## src/rtl/debug_trace_pkg.sv

```systemverilog
// rtl/debug_trace_pkg.sv - shared types, constants and helpers for the commit-trace serialiser
package debug_trace_pkg;

  typedef enum logic [1:0] {
    MODE_OFF   = 2'd0,
    MODE_PC    = 2'd1,
    MODE_INSTR = 2'd2,
    MODE_WDATA = 2'd3
  } trace_mode_e;

  typedef enum logic {
    IDLE = 1'b0,
    SEND = 1'b1
  } ser_state_e;

  localparam logic [15:0] DROP_MARK_HDR = 16'hDEAD;
  localparam int          DROP_CNT_W    = 16;

  function automatic logic [DROP_CNT_W-1:0] sat_add16(input logic [DROP_CNT_W-1:0] a,
                                                      input logic [DROP_CNT_W-1:0] b);
    logic [DROP_CNT_W:0] s;
    s = {1'b0, a} + {1'b0, b};
    return s[DROP_CNT_W] ? {DROP_CNT_W{1'b1}} : s[DROP_CNT_W-1:0];
  endfunction

  function automatic logic [31:0] field_sel(input trace_mode_e m, input logic [31:0] pc,
                                            input logic [31:0] instr, input logic [31:0] wdata);
    case (m)
      MODE_PC:    return pc;
      MODE_INSTR: return instr;
      MODE_WDATA: return wdata;
      default:    return 32'd0;
    endcase
  endfunction

endpackage

```

## src/rtl/debug_trace_out_if.sv

```systemverilog
// rtl/debug_trace_out_if.sv - beat stream from the trace serialiser to the pin sink
interface debug_trace_out_if #(parameter int OUT_W = 4);
  logic [OUT_W-1:0] out_data;
  logic             out_valid;
  logic             out_sync;
  logic             out_ready;

  modport master (output out_data, output out_valid, output out_sync, input out_ready);
  modport slave  (input out_data, input out_valid, input out_sync, output out_ready);
endinterface

```

## src/rtl/trace_mfifo.sv

```systemverilog
// rtl/trace_mfifo.sv - NW-write / 1-read word FIFO; enabled write ports land in ascending order
module trace_mfifo #(
  parameter int NW    = 2,
  parameter int DEPTH = 8
) (
  input  logic                     clk,
  input  logic                     rst_n,
  input  logic [NW-1:0]            wr_en_i,
  input  logic [NW*32-1:0]         wr_data_i,
  input  logic                     pop_i,
  output logic [31:0]              rd_data_o,
  output logic [$clog2(DEPTH):0]   count_o,
  output logic [$clog2(DEPTH):0]   free_o
);
  localparam int AW = $clog2(DEPTH);
  localparam int CW = AW + 1;

  logic [31:0]   mem_q [DEPTH];
  logic [AW-1:0] wr_ptr_q, rd_ptr_q;
  logic [CW-1:0] count_q;
  logic [CW-1:0] n_wr;
  logic [AW-1:0] wr_idx [NW];

  // Each enabled port takes the slot after the previously enabled ones.
  always_comb begin
    logic [CW-1:0] n;
    n = '0;
    for (int i = 0; i < NW; i++) begin
      wr_idx[i] = wr_ptr_q + n[AW-1:0];
      n = n + {{(CW-1){1'b0}}, wr_en_i[i]};
    end
    n_wr = n;
  end

  always_ff @(posedge clk) begin
    for (int i = 0; i < NW; i++) begin
      if (wr_en_i[i]) mem_q[wr_idx[i]] <= wr_data_i[i*32 +: 32];
    end
  end

  always_ff @(posedge clk or negedge rst_n) begin
    if (!rst_n) begin
      wr_ptr_q <= '0;
      rd_ptr_q <= '0;
      count_q  <= '0;
    end else begin
      wr_ptr_q <= wr_ptr_q + n_wr[AW-1:0];
      if (pop_i) rd_ptr_q <= rd_ptr_q + AW'(1);
      count_q  <= count_q + n_wr - {{(CW-1){1'b0}}, pop_i};
    end
  end

  assign rd_data_o = mem_q[rd_ptr_q];
  assign count_o   = count_q;
  assign free_o    = CW'(DEPTH) - count_q;
endmodule

```

## src/rtl/debug_trace_out.sv

```systemverilog
// rtl/debug_trace_out.sv - multi-lane commit-trace capture and beat serialiser
// Optional drop-marker frames: define DEBUG_TRACE_DROP_MARK_EN.
module debug_trace_out
  import debug_trace_pkg::*;
#(
  parameter int CHANNELS = 2,
  parameter int DEPTH    = 8,
  parameter int OUT_W    = 4
) (
  input  logic                  aclk,
  input  logic                  aresetn,
  input  logic [CHANNELS-1:0]   commit_valid,
  input  logic [CHANNELS*32-1:0] commit_pc,
  input  logic [CHANNELS*32-1:0] commit_instr,
  input  logic [CHANNELS*32-1:0] commit_wdata,
  input  logic [1:0]            mode,
  debug_trace_out_if.master     trace,
  output logic [DROP_CNT_W-1:0] drop_cnt
);
  localparam int CW    = $clog2(DEPTH) + 1;
  localparam int BEATS = 32 / OUT_W;
  localparam int BW    = (BEATS > 1) ? $clog2(BEATS) : 1;
  localparam logic [BW-1:0] LAST = BW'(BEATS - 1);
`ifdef DEBUG_TRACE_DROP_MARK_EN
  localparam int MARK = 1;
`else
  localparam int MARK = 0;
`endif
  localparam int NW = CHANNELS + MARK;

  trace_mode_e           mode_e;
  logic [CW-1:0]         count, free, left;
  logic [NW-1:0]         wr_en;
  logic [NW*32-1:0]      wr_data;
  logic [31:0]           fifo_rd;
  logic                  pop;
  logic [DROP_CNT_W-1:0] n_drop, drop_cnt_q;
  ser_state_e            state_q;
  logic [31:0]           shreg_q;
  logic [BW-1:0]         beat_q;
  logic                  sync_q;
`ifdef DEBUG_TRACE_DROP_MARK_EN
  logic                  mark_wr;
  logic [DROP_CNT_W-1:0] mark_cnt_q;
`endif

  assign mode_e = trace_mode_e'(mode);

  // Admission uses free space from cycle start; a same-cycle pop does not help.
  always_comb begin
    wr_en   = '0;
    wr_data = '0;
    n_drop  = '0;
    left    = free;
`ifdef DEBUG_TRACE_DROP_MARK_EN
    mark_wr = 1'b0;
    if (mode_e != MODE_OFF && |commit_valid && mark_cnt_q != '0 && free != '0) begin
      mark_wr = 1'b1;
      left    = left - CW'(1);
    end
    wr_en[0]       = mark_wr;
    wr_data[31:0]  = {DROP_MARK_HDR, mark_cnt_q};
`endif
    for (int i = 0; i < CHANNELS; i++) begin
      if (commit_valid[i] && mode_e != MODE_OFF) begin
        if (left != '0) begin
          wr_en[i+MARK]              = 1'b1;
          wr_data[(i+MARK)*32 +: 32] = field_sel(mode_e, commit_pc[i*32 +: 32],
                                                 commit_instr[i*32 +: 32],
                                                 commit_wdata[i*32 +: 32]);
          left = left - CW'(1);
        end else begin
          n_drop = n_drop + DROP_CNT_W'(1);
        end
      end
    end
  end

  trace_mfifo #(.NW(NW), .DEPTH(DEPTH)) u_fifo (
    .clk       (aclk),
    .rst_n     (aresetn),
    .wr_en_i   (wr_en),
    .wr_data_i (wr_data),
    .pop_i     (pop),
    .rd_data_o (fifo_rd),
    .count_o   (count),
    .free_o    (free)
  );

  assign pop = (count != '0) && ((state_q == IDLE) || (trace.out_ready && beat_q == LAST));

  always_ff @(posedge aclk or negedge aresetn) begin
    if (!aresetn) begin
      state_q    <= IDLE;
      shreg_q    <= '0;
      beat_q     <= '0;
      sync_q     <= 1'b0;
      drop_cnt_q <= '0;
    end else begin
      drop_cnt_q <= sat_add16(drop_cnt_q, n_drop);
      case (state_q)
        IDLE: begin
          if (pop) begin
            shreg_q <= fifo_rd;
            beat_q  <= '0;
            sync_q  <= 1'b1;
            state_q <= SEND;
          end
        end
        SEND: begin
          if (trace.out_ready) begin
            if (beat_q == LAST) begin
              if (pop) begin
                shreg_q <= fifo_rd;
                beat_q  <= '0;
                sync_q  <= 1'b1;
              end else begin
                shreg_q <= '0;
                sync_q  <= 1'b0;
                state_q <= IDLE;
              end
            end else begin
              shreg_q <= shreg_q << OUT_W;
              beat_q  <= beat_q + BW'(1);
              sync_q  <= 1'b0;
            end
          end
        end
        default: state_q <= IDLE;
      endcase
    end
  end

`ifdef DEBUG_TRACE_DROP_MARK_EN
  always_ff @(posedge aclk or negedge aresetn) begin
    if (!aresetn) mark_cnt_q <= '0;
    else          mark_cnt_q <= sat_add16(mark_wr ? '0 : mark_cnt_q, n_drop);
  end
`endif

  assign trace.out_valid = (state_q == SEND);
  assign trace.out_sync  = sync_q;
  assign trace.out_data  = shreg_q[31 -: OUT_W];
  assign drop_cnt        = drop_cnt_q;
endmodule
```

## src/flat_wrapper.sv

```systemverilog
// flat-port wrapper written by rule: the top's interface ports become plain ports
module debug_trace_out_flat import debug_trace_pkg::*;
#(
  parameter int CHANNELS = 2,
  parameter int DEPTH    = 8,
  parameter int OUT_W    = 4
)
  (aclk, aresetn, commit_valid, commit_pc, commit_instr, commit_wdata, mode, drop_cnt, trace_out_data, trace_out_valid, trace_out_sync, trace_out_ready);
  debug_trace_out_if #(.OUT_W(OUT_W)) trace_i ();
  input  logic aclk;
  input  logic aresetn;
  input  logic [CHANNELS-1:0] commit_valid;
  input  logic [CHANNELS*32-1:0] commit_pc;
  input  logic [CHANNELS*32-1:0] commit_instr;
  input  logic [CHANNELS*32-1:0] commit_wdata;
  input  logic [1:0] mode;
  output logic [DROP_CNT_W-1:0] drop_cnt;
  output wire logic [$bits(trace_i.out_data)-1:0] trace_out_data;
  output wire logic [$bits(trace_i.out_valid)-1:0] trace_out_valid;
  output wire logic [$bits(trace_i.out_sync)-1:0] trace_out_sync;
  input wire logic [$bits(trace_i.out_ready)-1:0] trace_out_ready;
  assign trace_out_data = trace_i.out_data;
  assign trace_out_valid = trace_i.out_valid;
  assign trace_out_sync = trace_i.out_sync;
  assign trace_i.out_ready = trace_out_ready;
  debug_trace_out #(.CHANNELS(CHANNELS), .DEPTH(DEPTH), .OUT_W(OUT_W)) u_core (.aclk(aclk), .aresetn(aresetn), .commit_valid(commit_valid), .commit_pc(commit_pc), .commit_instr(commit_instr), .commit_wdata(commit_wdata), .mode(mode), .trace(trace_i), .drop_cnt(drop_cnt));
endmodule
```

## config.mk

```make
export PLATFORM = sky130hd
export DESIGN_NAME = debug_trace_out_flat
export DESIGN_NICKNAME = d
export VERILOG_FILES = /design/src/rtl/debug_trace_pkg.sv /design/src/rtl/debug_trace_out_if.sv /design/src/rtl/trace_mfifo.sv /design/src/rtl/debug_trace_out.sv /design/src/flat_wrapper.sv
export SDC_FILE = /design/constraint.sdc
export NUM_CORES = 1
export LEC_CHECK = 0
export CORE_ASPECT_RATIO = 1.4
export CORE_UTILIZATION = 51
export DETAILED_ROUTE_END_ITERATION = 6
export PLACE_DENSITY = 0.77
export SLEW_MARGIN = 20
export SYNTH_ARGS = -nofsm -noshare
export SYNTH_HDL_FRONTEND = slang
export SYNTH_SLANG_ARGS = --single-unit
export TNS_END_PERCENT = 20
```

## constraint.sdc

```tcl
create_clock -name aclk -period 4.51 [get_ports aclk]
set_clock_uncertainty 0.05 [all_clocks]
set_input_delay 0.902 -clock aclk [delete_from_list [all_inputs] [get_ports aclk]]
set_output_delay 0.902 -clock aclk [all_outputs]
set_load 0.02 [all_outputs]
```

; Word level (Yosys, flattened, before mapping)
; Memory sizes are Yosys's and may differ from the RTL's.
; Index checks and enable logic that the tools add are counted.
; W data, S select, Z words.
[totals]
input_bits = 199
memories = 1
output_inout_bits = 22
ram_bits = 256
ff_bits = 63
[mem_list]
columns = memory, words, word_bits, rd, rd_ports_with_merged_regs, wr, line_no
row1 = u_core.u_fifo.mem_q, 8, 32, 1, 0, 2, trace_mfifo.sv:18  ; logic [31:0] mem_q [DEPTH];
[classes]
n_mux = 38
bitwise_logic = 1
add_sub_neg = 11
reduce_logical = 10
n_eq_ne = 6
[op_table]
columns = operator, count
row1 = $mux W32, 8
row2 = $pmux W32 S3, 2
row3 = $mux W16, 4
row4 = $pmux W32 S2, 1
row5 = $add A16 B16 Y17, 1
row6 = $add A16 B1 Y16 const B, 1
row7 = $mux W1, 15
row8 = $reduce_bool A4 Y1, 3
row9 = $mux W3, 3
row10 = $mux W4, 2
row11 = $add A3 B1 Y3 const B, 2
row12 = $pmux W3 S2, 1
row13 = $add A4 B2 Y4, 1
row14 = $eq A2 B2 Y1 const B, 2
row15 = $logic_and A1 B1 Y1, 4
row16 = $ne A2 B2 Y1 const B, 2
row17 = $pmux W1 S2, 2
row18 = $sub A4 B1 Y4, 1
row19 = $sub A4 B1 Y4 const B, 1
row20 = $sub A4 B4 Y4 const A, 1
row21 = $add A3 B1 Y3, 1
row22 = $add A3 B2 Y3, 1
row23 = $eq A3 B3 Y1 const B, 1
row24 = $add A1 B1 Y2, 1
row25 = 5 further kinds, 5

; Depth between registers and ports, before layout
; Gate-level depths: netlist of run 1.
[depth]
word_depth = 10
depth_mapped = 21
mapped_depth_nobuf = 19

; Cells and area by module
; Synthesis of run 1 repeated with hierarchy kept, for this count alone.
[unflattened]
hier_cells = 1219
area_unflattened_um2 = 17611.9
[by_module_without_submodules]
columns = module, area_per_inst_um2, instances, cells_per_inst
row1 = trace_mfifo, 13387.8, 1, 728
row2 = debug_trace_out, 4224.1, 1, 491

; Worst setup path before layout of run 1
; OpenSTA, ideal clock, no wires.
[synth_timing]
path_type = input to register
start = input port mode[1]
end = memory u_core.u_fifo.mem_q[4][0], enable pin
setup_slack_ps = -391
arrival_ps = 4416
setup_time_ps = 435
path_buffers = 2
cell_stages = 9
required_ps = 4025
path_cell_list = buf_2 o21ai_2 buf_4 a31oi_1 ha_1 ha_1 nor3_1 a31oi_1 mux2i_1
[synth_lines]
columns = element, line_no
row1 = from (decl), flat_wrapper.sv:16  ; input logic [1:0] mode;
row2 = to (decl), trace_mfifo.sv:18

; Final worst setup path of run 1
[layout_timing]
start = input port commit_valid[0]
end = register u_core.drop_cnt_q[6], in the netlist u_core.drop_cnt[6]
[layout_between]
elab_chain_cells = 7
word_cells_on_any_way = 9
[layout_rtl]
columns = element, line_no
row1 = from (decl), flat_wrapper.sv:12  ; input logic [CHANNELS-1:0] commit_valid;
row2 = $logic_and A1 B1 Y1 *, debug_trace_out.sv:65  ; if (commit_valid[i] && mode_e != MODE_OFF) begin
row3 = $mux W16 or $mux W4 (tied branches), debug_trace_out.sv:65
row4 = $add A16 B1 Y16 or $reduce_bool A4 Y1 (tied branches), "debug_trace_out.sv:73, debug_trace_out.sv:66"
row5 = $mux W16, debug_trace_out.sv:66  ; if (left != '0) begin
row6 = $mux W16 *, debug_trace_out.sv:65
row7 = $add A16 B16 Y17 *, debug_trace_pkg.sv:22  ; s = {1'b0, a} + {1'b0, b};
row8 = $mux W16 *, debug_trace_pkg.sv:23  ; return s[DROP_CNT_W] ? {DROP_CNT_W{1'b1}} : s[DROP_CNT_W-1:0];
row9 = to (signal assigned), debug_trace_out.sv:100  ; drop_cnt_q <= sat_add16(drop_cnt_q, n_drop);
row10 = to (decl), debug_trace_out.sv:37  ; logic [DROP_CNT_W-1:0] n_drop, drop_cnt_q;
; Every way passes the cells marked *; elsewhere a longest branch is shown, timed or not.
; A chain may end at the register's enable or synchronous reset.

==> impl_summary.md, run 1 <==
Clock tree
The maximum number of buffers from clock root to sink is 3. The master cell of the clock root buffer is sky130_fd_sc_hd__clkbuf_16. Clock tree synthesis found a total of 319 sinks.

Clock tree synthesis inserted a total of 30 buffers. The clock latency at the later pin of the worst-skew pair is 0.56 ns. The H-tree depth reported by CTS is 1. The number of gates resized after CTS was 0. After clock tree synthesis, the clock-pin slew on the worst setup and hold paths is 0.06 ns.

TritonCTS built the clock tree. The number of setup buffers added after CTS is 0. Hold repair after CTS inserted 0 buffers.

Critical path
The worst setup path is of the in -> reg kind. The critical path depth is 19. Data arrives at the worst endpoint at 4.49 ns. The slack of the worst reg-to-reg path is 0.52 ns. The required time reported for the critical path endpoint is 4.94 ns. The maximum net fanout on the critical path is 13. The critical-path cell with the highest stage delay is sky130_fd_sc_hd__clkdlybuf4s50_1.

The combined buffer and inverter count along the critical path is 4. The worst register-to-register path ends at u_core.drop_cnt[6]. The critical path startpoint category is an input pin. The critical path goes through clkdlybuf4s50_1, o21a_1, nor3_1, a211o_1, nand3_4, inv_1, ha_1, nand2_1, o31ai_1, ha_1, inv_1, fa_1, and3b_1, and3_1, and2_1, nand2_1, or3_1, buf_4, o21ai_0. The delay of the slowest critical-path stage is 0.54 ns. The end point of the critical path is u_core.drop_cnt[6]. The first element of the critical path is commit_valid[0]. The endpoint class of the critical path is a flop. On the critical path the largest part of the delay comes from simple AND/OR/NAND/NOR gates. The reg-to-reg startpoint is u_core.u_fifo.count_o[0]. The number of cells on the worst reg-to-reg path is 19.

Floorplan
221 I/O pins were placed. The width of the die is 158 um. The core area is 33400 um2.

Once the floorplan was initialized, standard cells occupied 52.0% of the core. The die boundary height is 220 um. The floorplan row count is 79. The full die area is 34800 um2.

Route
The detailed-route wire length per cell is 22.9 um. The final routed DRC violation total is 0. After the first detailed-routing iteration, the DRC count stood at 913. Across all layers, the routed design uses 11600 vias. For this block, the routed nets add up to 44400 um of wire.

The number of nets with antenna violations after detailed routing is 0. Using the TritonRoute via totals, the vias-per-cell ratio works out to 6.00. Before antenna repair, the detailed router went through 5 iterations.

Placed design
After legalization and detailed placement, the total HPWL measured 27000 um. The final weighted congestion in routability-driven placement is 0.792. The total of buffers placed on input and output ports is 220.

Pwr
In this run the static leakage power is 9.29 nW. Across the VDD grid, the largest voltage drop is 342 uV. In this run, the combinational gates consume 35.9% of the power. Power comes to 0.0114 W.

Per report_power, the clock group accounts for 22.9% of the total. The internal power summed over all cells is 0.00758 W. In this run the power spent charging and discharging nets is 0.00377 W. Net switching is 33.2% of the power.

The fraction of power consumed by sequential logic is 41.2%. The power per cell area is 534 nW/um2.

Final layout
After the last flow step, the layout net total stands at 1687. The number of inserted diodes is 0. The storage element area is 9270 um2.

Fill cells in the final layout number 2569. Of the cells placed in the final design, the portion with a size suffix greater than 1 is 14.8%. Compared with the post-synthesis result, the final layout area differs by 22.4%. The multi-input combinational cells in the finished layout cover a total of 7680 um2.

Yosys
The synthesis warning total is 0. The synthesized design contains 319 register bits. The synthesized netlist occupies a cell area of 17400 um2. The number of distinct library cell variants in the gate-level netlist after synthesis is 43. By area the synthesized netlist is led by sky130_fd_sc_hd__edfxtp_1, sky130_fd_sc_hd__mux2i_1, sky130_fd_sc_hd__dfrtp_1. The sequential fraction of the synthesis area is 53.3%. The proportion of netlist area held by the largest area contributor is 44.2%.

After technology mapping, the gate count stands at 1269. Summed over all instances, the cell type with the most area after synthesis is sky130_fd_sc_hd__edfxtp_1. The number of nets handed over by synthesis was 1488. Averaged over all synthesized cells, the footprint is 13.7 um2.

Min path
The type of the tightest min-delay check is in -> async.

Global route
The global-route wire length before repair is 68500 um. The number of global-route vias before repair is 12200. The number of antenna violations at the first check in global routing is 0. The global router's overall resource usage is 26.1%.

The residual overflow from global routing is 0. Entering global routing, the biggest net connects 61 pins.

Job
Across the run, the number of max-cap violations was 0.

STA
The period utilization is 90.1%. The actual slew at the worst max-slew pin is 1.06 ns. Timing would allow up to 246 MHz.

Setup violations remaining at the end of the flow were counted as 0. The minimum hold slack is 0.328 ns. The worst slew margin relative to its limit is 29.2%. Setup repair after global routing left no endpoint under its margin. The final-report max-slew violation count is 0. The post-layout minimum cycle time is 4.06 ns. The count of final hold-check violations is 0.

Status
The flow ran to the end, and the final reports show no timing, DRC or antenna violations.
## layout make-up
cell class | count | share of cell area, %
clock buffer | 44 | 4.30
clock inverter | 12 | 0.512
inverter | 19 | 0.335
multi-input combinational | 831 | 36.1
sequential | 319 | 43.6
tap | 445 | 2.62
timing repair buffer | 267 | 12.6
## synth_stat cells, drive strengths merged
library cell	instances
a211o	1
a211oi	32
a21o	4
a21oi	62
a22o	6
a22oi	32
a31oi	8
and2	2
and3	8
and3b	2
and4	1
buf	55
clkbuf	45
dfrtp	63
edfxtp	256
fa	3
ha	17
inv	19
mux2	34
mux2i	330
mux4	64
nand2	93
nand2b	2
nand3	18
nand3b	1
nand4b	1
nor2	39
nor2b	3
nor3	3
nor3b	2
nor4	1
o21a	3
o21ai	36
o31ai	2
or3	2
xnor2	7
xor2	12
## power by group through the flow
stage / registers (W) / clock network [W] / logic, W
detailed placement: 0.00474 / 0 / 0.00408
finish: 0.00468 / 0.00260 / 0.00407
global placement: 0.00470 / 0 / 0.00399
global route: 0.00476 / 0.00274 / 0.00436
CTS: 0.00468 / 0.00263 / 0.00410
floorplan: 0.00442 / 0 / 0.00293
## registers in the layout (all words and copies together), names as in the netlist
register,cells
u_core.u_fifo.rd_ptr_q,3
u_core.drop_cnt,16
u_core.beat_q,3
u_core.u_fifo.wr_ptr_q,3
u_core.u_fifo.mem_q,256
u_core.trace.out_sync,1
u_core.u_fifo.count_o,4
u_core.shreg_q,32
u_core.trace.out_valid,1
## worst min-delay path by stage
stage | startpoint | to
finish | aresetn | u_core.drop_cnt[7]
floorplan | u_core.shreg_q[0] | u_core.shreg_q[0]
detailed placement | u_core.trace.out_sync | u_core.trace.out_sync
global placement | u_core.shreg_q[15] | u_core.shreg_q[15]
global route | aresetn | u_core.drop_cnt[11]
CTS | aresetn | u_core.drop_cnt[14]
## kinds of logic (layout without fill, tap and decap cells)
logic type / count (synthesis) / count (layout) / synth area share, %
compound gates: 186 / 186 / 6.64
xor+xnor: 19 / 19 / 0.957
fa+ha+maj: 20 / 20 / 1.57
buf+inv: 119 / 342 / 3.27
flops: 319 / 319 / 53.3
mux: 428 / 428 / 29.5
simple gates: 178 / 178 / 4.78
## layer usage
metal / share of wire [%] / vias to the layer above / track usage (%)
met5: 0 / - / 0
met4: 2.6 / 0 / 7.79
met3: 5.2 / 78 / 2.27
met2: 53 / 384 / 48.0
met1: 39 / 5863 / 32.3
li1: - / 5300 / -
## cells in the final DEF, fill, tap and decap left out, types with 10 or more instances in the layout
cell,Yosys,layout
sky130_fd_sc_hd__inv_1,19,19
sky130_fd_sc_hd__nand2_1,93,93
sky130_fd_sc_hd__a21oi_1,62,62
sky130_fd_sc_hd__mux4_2,64,64
sky130_fd_sc_hd__edfxtp_1,256,256
sky130_fd_sc_hd__a22oi_1,32,32
sky130_fd_sc_hd__a211oi_1,32,32
sky130_fd_sc_hd__clkdlybuf4s50_1,0,217
sky130_fd_sc_hd__ha_1,17,17
sky130_fd_sc_hd__mux2_2,34,34
sky130_fd_sc_hd__o21ai_0,35,35
sky130_fd_sc_hd__buf_12,0,10
sky130_fd_sc_hd__mux2i_1,330,321
sky130_fd_sc_hd__nor2_1,39,39
sky130_fd_sc_hd__xor2_1,12,12
sky130_fd_sc_hd__buf_4,15,39
sky130_fd_sc_hd__dfrtp_1,63,60
sky130_fd_sc_hd__clkbuf_16,0,31
## per-stage QoR
stage               TNS, ns  std cells  instance area (um2)  setup slack (ns)  utilization [%]
floorplan            -51.16       1269                17400            -0.391                -
global placement    -0.0799       1881                20200           -0.0292             60.6
detailed placement    -1.21       1881                20200            -0.109             60.6
CTS                       0       1937                21300             0.458             63.7
global route              0       1937                21300             0.121             63.7
finish                    0       1937                21300             0.446             63.7
Note: power is estimated with default switching activity, not from simulation.
==> inputs of run 2 (changes only) <==
- CORE_ASPECT_RATIO: 1.4 -> 2
==> impl_summary.md, run 2 (synthesis gave the netlist of run 1 again) <==
Route
The number of detailed-route iterations in the first pass is 5 (unchanged). The number of vias in the routed layout is 11700 (was 11600). The violation count after the first detailed-route iteration is 648 (was 913). The number of nets with antenna violations after detailed routing is 0 (unchanged). The detailed-route wire length per cell is 23.9 um (was 22.9 um).

The final routed DRC violation total is 0 (unchanged). The routed via count divided by cell count was 6.05 (was 6.00). The total routed wirelength came to 46300 um (was 44400 um).

Final layout
The share of post-route cells with drive strength above 1 was 15.1% (was 14.8%). The layout-stage area growth over the synthesis result is 22.9% (was 22.4%). The net count of the finished layout is 1697 (was 1687). The number of inserted diodes is 0 (unchanged). The most frequent standard cell in the layout excluding fill and tap cells is sky130_fd_sc_hd__mux2i_1 (unchanged). The count of filler cells inserted in the layout came to 2563 (was 2569). Highest-count cells in the layout ignoring fill and taps: sky130_fd_sc_hd__mux2i_1, sky130_fd_sc_hd__edfxtp_1, sky130_fd_sc_hd__clkdlybuf4s50_1 (unchanged). The flip-flop count of the largest register after layout is 256 (unchanged). The cell area after layout is 21400 um2 (was 21300 um2). The final core area utilization is 63.8% (was 63.7%).

Critical path
The data arrival time of the critical path is 4.44 ns (was 4.49 ns). The delay of the slowest critical-path stage is 0.46 ns (was 0.54 ns). The required time reported for the critical path endpoint is 4.94 ns (about the same). Chain of cells forming the critical path: clkdlybuf4s50_1, o21a_1, buf_4, o31ai_1, a31oi_1, nand3_4, inv_1, ha_1, nand2_1, o31ai_1, ha_1, inv_1, fa_1, and3b_1, and3_1, and2_1, nand2_1, or3_1, buf_4, o21ai_0 (was clkdlybuf4s50_1, o21a_1, nor3_1, a211o_1, nand3_4, inv_1, ha_1, nand2_1, o31ai_1, ha_1, inv_1, fa_1, and3b_1, and3_1, and2_1, nand2_1, or3_1, buf_4, o21ai_0). The critical path startpoint category is an input pin (unchanged). The critical-path cell with the highest stage delay was sky130_fd_sc_hd__clkdlybuf4s50_1 (unchanged). The maximum net fanout on the critical path is 13 (unchanged). The category of the critical setup timing path is in -> reg (unchanged). The first element of the critical path is commit_valid[0] (unchanged). The reg-to-reg startpoint was u_core.u_fifo.count_o[0] (unchanged).

The endpoint class of the critical path is a flop (unchanged).

Floorplan
The total I/O pin count came to 221 (unchanged). The die boundary height came to 263 um (was 220 um). The full die area was 34900 um2 (was 34800 um2). The starting density of the core came to 51.9% (was 52.0%). The width of the die is 133 um (was 158 um). The floorplan row count is 95 (was 79).

The core area came to 33500 um2 (was 33400 um2).

Placed design
The total of buffers placed on input and output ports is 220 (unchanged). The final weighted congestion in routability-driven placement was 0.799 (was 0.792). The placed cell area is 20400 um2 (was 20200 um2).

The sum of net half-perimeters after detailed placement is 30300 um (was 27000 um).

STA
The post-layout minimum cycle time was 4.01 ns (was 4.06 ns). The setup-violating endpoint count in the final report was 0 (unchanged). The worst slew margin relative to its limit is 31.7% (was 29.2%). The final-report max-slew violation count is 0 (unchanged). The maximum achievable frequency is 250 MHz (was 246 MHz). The actual slew at the worst max-slew pin is 1.02 ns (was 1.06 ns). Unrepaired setup endpoints after global routing: no (unchanged). The period utilization is 88.8% (was 90.1%).

The count of final hold-check violations is 0 (unchanged).

Global route
The residual overflow from global routing came to 0 (unchanged). The maximum number of pins on one net before global-route repair is 60 (was 61). The global router's overall resource usage is 27.5% (was 26.1%). The number of global-route vias before repair is 12800 (was 12200).

The global-route wire length before repair is 72700 um (was 68500 um). The number of antenna violations at the first check in global routing was 0 (unchanged).

Clock tree
The clock sink count is 319 (unchanged). The CTS tree is done (unchanged). The master cell of the clock root buffer was sky130_fd_sc_hd__clkbuf_16 (unchanged). The number of setup buffers added after CTS is 0 (unchanged).

The number of gates resized after cts came to 0 (unchanged). The total CTS buffers is 28 (was 30). The post-CTS clock slew at the launch and capture registers of the worst setup and hold paths was 0.07 ns (was 0.06 ns). The number of buffers added to fix hold violations after cts came to 0 (unchanged). The maximum number of buffers from clock root to sink is 3 (unchanged). The H-tree depth reported by CTS was 1 (unchanged). The clock latency at the later pin of the worst-skew pair came to 0.56 ns (about the same).

Min path
The type of the tightest min-delay check is in -> async (unchanged).

Pwr
The total design power is 0.0114 W (about the same). The static leakage was 9.34 nW (was 9.29 nW). The power per cell area is 535 nW/um2 (was 534 nW/um2). The worst supply voltage drop on vdd is 368 uV (was 342 uV).

Job
The max-capacitance violation count is 0 (unchanged).

Status
Status: complete, no violations (unchanged).
[run 2: cell types whose count changed in the layout (fill, tap and decap cells not counted), moves of 2 or more]
cell                        delta
sky130_fd_sc_hd__clkinv_2      -3
sky130_fd_sc_hd__buf_4         +5
sky130_fd_sc_hd__clkinv_1      +2
sky130_fd_sc_hd__clkbuf_8      -4
sky130_fd_sc_hd__buf_12        +7
sky130_fd_sc_hd__clkbuf_16     -2
[run 2: critical path: cells and delay by family]
family / cells / cell delay [ns]
AOI/OAI and AO/OA: 5 / 0.63
adders and majority gates: 3 / 0.88
buffers and inverters: 5 / 0.89
and+or+nand+nor: 7 / 1.10
[run 2: final timing paths]
check                      slack, ns  depth (start not counted)                   endpoint
max                             0.50                         20         u_core.drop_cnt[6]
min                             0.38                          1   u_core.u_fifo.count_o[2]
max reg2reg                     0.53                         20         u_core.drop_cnt[6]
min reg2reg                     0.43                          2         u_core.shreg_q[30]
max in group asynchronous       3.03                          2  u_core.u_fifo.rd_ptr_q[0]
min in group aclk               0.43                          2         u_core.shreg_q[30]
[run 2: area by class of cell]
cell class / count / area [um2] / area share (%)
multi-input cells: 831 / 7680 / 35.9
clock inverters: 14 / 145 / 0.679
well taps: 436 / 546 / 2.55
repair buffers: 279 / 2850 / 13.3
flip-flops and latches: 319 / 9270 / 43.4
clock buffers: 38 / 810 / 3.79
inverters: 19 / 71.3 / 0.334
[run 2: report_power, final]
group          total, W  internal, W  switching, W
registers       0.00464      0.00414      0.000504
logic           0.00428      0.00202       0.00226
clock network   0.00252      0.00143       0.00109
[run 2: per-layer routing]
metal | part of all wire [%] | global-route usage (%) | up-vias
li1 | - | - | 5317
met3 | 4.0 | 2.48 | 110
met4 | 4.1 | 12.7 | 0
met2 | 56 | 52.4 | 411
met5 | 0 | 0 | -
met1 | 36 | 30.2 | 5879
[run 2: per-stage QoR]
step	cells	setup WS, ns	setup TNS [ns]	hold slack, ns
after floorplan	1269	-0.391	-51.16	0.400
after global placement	1884	-0.0157	-0.0279	0.410
after detailed placement	1884	-0.0802	-0.698	0.421
after CTS	1936	0.506	0	0.391
after global routing	1936	0.264	0	0.436
final	1936	0.505	0	0.378
